### config.mk
export PLATFORM = sky130hd
export DESIGN_NAME = floating_multiply
export DESIGN_NICKNAME = d
export VERILOG_FILES = /design/src/rtl/floating_multiply.sv
export SDC_FILE = /design/constraint.sdc
export NUM_CORES = 2
export LEC_CHECK = 0
export BUFFER_PORTS_ARGS = -buffer_cell sky130_fd_sc_hd__buf_2
export CAP_MARGIN = 20
export CELL_PAD_IN_SITES_DETAIL_PLACEMENT = 0
export CELL_PAD_IN_SITES_GLOBAL_PLACEMENT = 2
export CORE_AREA = 2 2 379 268
export CTS_BUF_LIST = sky130_fd_sc_hd__clkbuf_8
export DETAILED_ROUTE_END_ITERATION = 10
export DIE_AREA = 0 0 381 270
export GPL_TIMING_DRIVEN = 0
export PLACE_DENSITY_LB_ADDON = 0.1
export SYNTH_ARGS = -nofsm -noshare
export SYNTH_HDL_FRONTEND = slang
export SYNTH_SLANG_ARGS = --single-unit
### constraint.sdc
create_clock -name clk -period 1.8 [get_ports clk]
set_input_delay 0 -clock clk [delete_from_list [all_inputs] [get_ports clk]]
set_output_delay 0 -clock clk [all_outputs]
set_load 0.01 [all_outputs]
### src/rtl/floating_multiply.sv
// Single-cycle IEEE-754 binary32 multiplier with round-to-nearest-even and flush-to-zero.
// Exposes the upper 32 bits of the significand product for debug.
module floating_multiply (
  input  logic [31:0] a,
  input  logic [31:0] b,
  output logic [31:0] value,
  output logic [31:0] debug,
  input  logic        clk,
  input  logic        rst
);

  logic [7:0]         exp_a;
  logic [7:0]         exp_b;
  logic [22:0]        frac_a;
  logic [22:0]        frac_b;
  logic               sign;
  logic               a_nan;
  logic               b_nan;
  logic               a_inf;
  logic               b_inf;
  logic               a_zero;
  logic               b_zero;
  logic [23:0]        sig_a;
  logic [23:0]        sig_b;
  logic [47:0]        prod;
  logic signed [10:0] exp_unrounded;
  logic signed [10:0] exp_norm;
  logic signed [10:0] exp_final;
  logic [22:0]        frac_norm;
  logic [22:0]        frac_final;
  logic [23:0]        frac_inc;
  logic               guard;
  logic               sticky;
  logic               round_up;
  logic [31:0]        value_next;
  logic [31:0]        debug_next;

  assign exp_a  = a[30:23];
  assign exp_b  = b[30:23];
  assign frac_a = a[22:0];
  assign frac_b = b[22:0];
  assign sign   = a[31] ^ b[31];

  assign a_nan  = (exp_a == 8'hFF) && (frac_a != 23'd0);
  assign b_nan  = (exp_b == 8'hFF) && (frac_b != 23'd0);
  assign a_inf  = (exp_a == 8'hFF) && (frac_a == 23'd0);
  assign b_inf  = (exp_b == 8'hFF) && (frac_b == 23'd0);
  // exp==0 covers both true zero and subnormals, which are flushed here
  assign a_zero = (exp_a == 8'd0);
  assign b_zero = (exp_b == 8'd0);

  assign sig_a = a_zero ? 24'd0 : {1'b1, frac_a};
  assign sig_b = b_zero ? 24'd0 : {1'b1, frac_b};
  assign prod  = sig_a * sig_b;

  assign exp_unrounded = $signed({3'b000, exp_a}) + $signed({3'b000, exp_b}) - 11'sd127;

  always_comb begin
    frac_norm = prod[45:23];
    guard     = prod[22];
    sticky    = |prod[21:0];
    exp_norm  = exp_unrounded;
    if (prod[47]) begin
      frac_norm = prod[46:24];
      guard     = prod[23];
      sticky    = |prod[22:0];
      exp_norm  = exp_unrounded + 11'sd1;
    end
  end

  // Ties-to-even: on an exact half, round up only when the kept LSB is odd
  assign round_up = guard & (sticky | frac_norm[0]);
  assign frac_inc = {1'b0, frac_norm} + 24'd1;

  always_comb begin
    frac_final = frac_norm;
    exp_final  = exp_norm;
    if (round_up) begin
      if (frac_inc[23]) begin
        frac_final = 23'd0;
        exp_final  = exp_norm + 11'sd1;
      end else begin
        frac_final = frac_inc[22:0];
      end
    end
  end

  always_comb begin
    value_next = {sign, exp_final[7:0], frac_final};
    if (a_nan || b_nan || (a_zero && b_inf) || (a_inf && b_zero)) begin
      value_next = 32'h7FC0_0000;
    end else if (a_inf || b_inf) begin
      value_next = {sign, 8'hFF, 23'd0};
    end else if (a_zero || b_zero) begin
      value_next = {sign, 31'd0};
    end else if (exp_final <= 11'sd0) begin
      value_next = {sign, 31'd0};
    end else if (exp_final >= 11'sd255) begin
      value_next = {sign, 8'hFF, 23'd0};
    end
  end

  // A zero operand has a zero significand, so debug is naturally 0 for zero products
  assign debug_next = prod[47:16];

  always_ff @(posedge clk or posedge rst) begin
    if (rst) begin
      value <= 32'd0;
      debug <= 32'd0;
    end else begin
      value <= value_next;
      debug <= debug_next;
    end
  end

endmodule

==> results.toml <==
[synthesis]
synth_area_mm2 = 0.0246
yosys.area.top_type = "fa_1"
yosys-top-cells-area = "fa_1 (39%), ha_1 (9.7%), inv_1 (9.1%), dfrtp_1 (6.5%), and2_1 (5.6%)"
synth_top_area_share_pct = 39.2
synth_most_common_cell = "inv_1"
synth_commonest_cells = "inv_1 (595), fa_1 (483), nand2_1 (356)"
synth_edf_count = 0
netlist_instances = 2855
yosys_warnings = 0
ys.flop_type = "dfrtp_1"
async_flop_share_pct = 100
ys_ff_latch = 64
synth_cell_types = 98
ys_seq_area_share_pct = 6.50
syn-num-nets = 3596
avgSynthCellArea_um2 = 8.63

[die]
dieArea_mm2 = 0.103
core_area_mm2 = 0.0993
die_h_um = 270
fp-row-count = 97
initial_core_util_pct = 24.8
die_w_um = 381
ios = 130

[run_status]
violations = "negative setup slack"
run_status = "finished, violations left"

[timing]
maxSlewHeadroom_pct = 19.0
tightest_slew_ps = 1210
final_max_slew_viol_count = 0
max_freq_ghz = 0.102
period_needed_ps = 9760
final.setup.worst_slack_ps = -7960
rsz0062_at_grt = "true"
timing.final.crit_share_pct = 542
setup_viol = 63
finalHoldViolCount = 0

[grt]
gr-usage-met1_pct = 35.1
use_met2_pct = 33.5
grt_pass1_wl_um = 169000
grt_usage_pct = 22.8
antenna_found_initial = 15
grt-busiest-layer = "met1"
overflow = 0
first_global_vias = 23089
grt_use_met3_pct = 3.83
grt_max_degree = 47

[critical_path]
worstPathRequired_ps = 2010
end_kind = "register"
critPathSlowestCell = "clkbuf_1"
cp-start-kind = "input pin"
cp_max_fo = 10
critical-path-max-stage-delay_ps = 820
crit_top_cell = "fa_1"
cp_data_arrival_time_ps = 9980
worst-setup-path-type = "input pin to register"

[final_layout]
final_area_mm2 = 0.0321
syn2layout_area_growth_pct = 30.1
finalNetCount = 3925
drive_gt1_share_pct = 25.7

[clock_tree]
clock_path_buffers = 2
cts_tree = "yes"
cts_made_buffers = 9
clkSinkCount = 64
cts.clk_slew.worst_paths_ps = 70
root_buffer = "clkbuf_8"
cts_max_level = 3

[placement]
hpwlAfterDp_um = 94700
io_buffer_count = 126
gp_congestion = 0.904
postPlaceCellArea_mm2 = 0.0277

[drt]
drt_pre_antenna_iters = 5
viasPerCell = 4.82
drt-total-wl_um = 119000
routedWlPerCell_um = 26.2
vias = 21842
route.antenna.remaining_nets = 0
drc = 0
drt_iter0_markers = 1610

[worst_hold_path]
hold_path.class = "input pin to async pin"

[flow_run]
maxCapViolations = 0
## cells in the final DEF, fill, tap and decap left out, drive strengths merged, types with 6 or more instances in the layout
cell type / instances
or2: 8
fa: 483
a21boi: 9
or3: 6
a2111oi: 7
nor3b: 6
a31oi: 9
a21o: 11
o21a: 12
nand2: 361
o21ai: 47
nor3: 45
dfrtp: 64
clkbuf: 97
and2: 221
nand4: 29
buf: 387
nand3: 60
o21bai: 6
nor4: 40
a21oi: 69
nand2b: 8
nor2b: 9
xor2: 27
a211oi: 12
ha: 192
inv: 597
mux2i: 12
o211ai: 14
diode: 6
a22oi: 10
and3: 111
and4: 7
nor2: 67
xnor2: 46
## worst max-delay path, delay by kind of cell
family / cells / cell delay [ps]
buffers and inverters: 12 / 1930
adders and majority gates: 9 / 4200
and+or+nand+nor: 10 / 2090
AOI/OAI and AO/OA: 7 / 1690
## routing by layer
layer	share of wire, %	vias to the layer above
met5	0.039	-
met3	7.2	96
met1	49	11408
li1	-	9626
met4	2.0	2
met2	42	710
## registers in the layout, indices dropped and copies added, names as in the netlist
signal	count
debug	32
value	32
## worst max path at each step
| stage | start | to | slack, ps | cells past startpoint |
|---|---|---|---|---|
| after floorplan | b[29] | value[27]$_DFF_PP0_ | -7420 | 44 |
| after global placement | a[22] | value[1]$_DFF_PP0_ | -10690 | 39 |
| after detailed placement | a[24] | value[21]$_DFF_PP0_ | -10510 | 41 |
| after CTS | b[24] | value[15]$_DFF_PP0_ | -8120 | 44 |
| after global routing | b[28] | value[0]$_DFF_PP0_ | -8160 | 42 |
| final | a[12] | value[18]$_DFF_PP0_ | -7960 | 38 |
## final cells by class
type	count	area, µm²
multi-input cells	2036	22300
repair buffers	345	2740
flip-flops and latches	64	1600
fillers	10613	67200
plain buffers	131	1290
clock buffers	11	151
well taps	1336	1670
inverters	597	2260
clock inverters	5	55.1
diodes	6	15.0
## cells by family after synthesis
family	count (synthesis)	synth area share, %
and+or+nand+nor	994	21.3
xor gates and xnor gates	73	2.59
AOI/OAI and AO/OA	276	8.11
muxes	16	0.670
DFF	64	6.50
adders and majority gates	675	49.0
buffers and inverters	757	11.8
## per-stage QoR
stage	setup TNS (ps)	hold WS (ps)	utilization, %	std cells	setup WS [ps]
after global routing	-421670	182	32.3	4526	-8160
after detailed placement	-539330	19.0	27.9	4321	-10510
final	-410510	181	32.3	4531	-7960
after CTS	-413810	166	30.9	4453	-8120
after global placement	-575910	255	27.8	4317	-10690
after floorplan	-371170	146	-	2855	-7420
## what timing repair did
item	4_1_cts	5_1_grt
pin swaps	128	152
buffers inserted	127	82
gates resized for setup	386	256
setup endpoints to repair	64	63
cloned	9	1
hold endpoints to repair	19	0
hold buffers	3	0
Power is not shown: default switching activity piles up to over one toggle a cycle in this logic, so the estimate is an artifact.
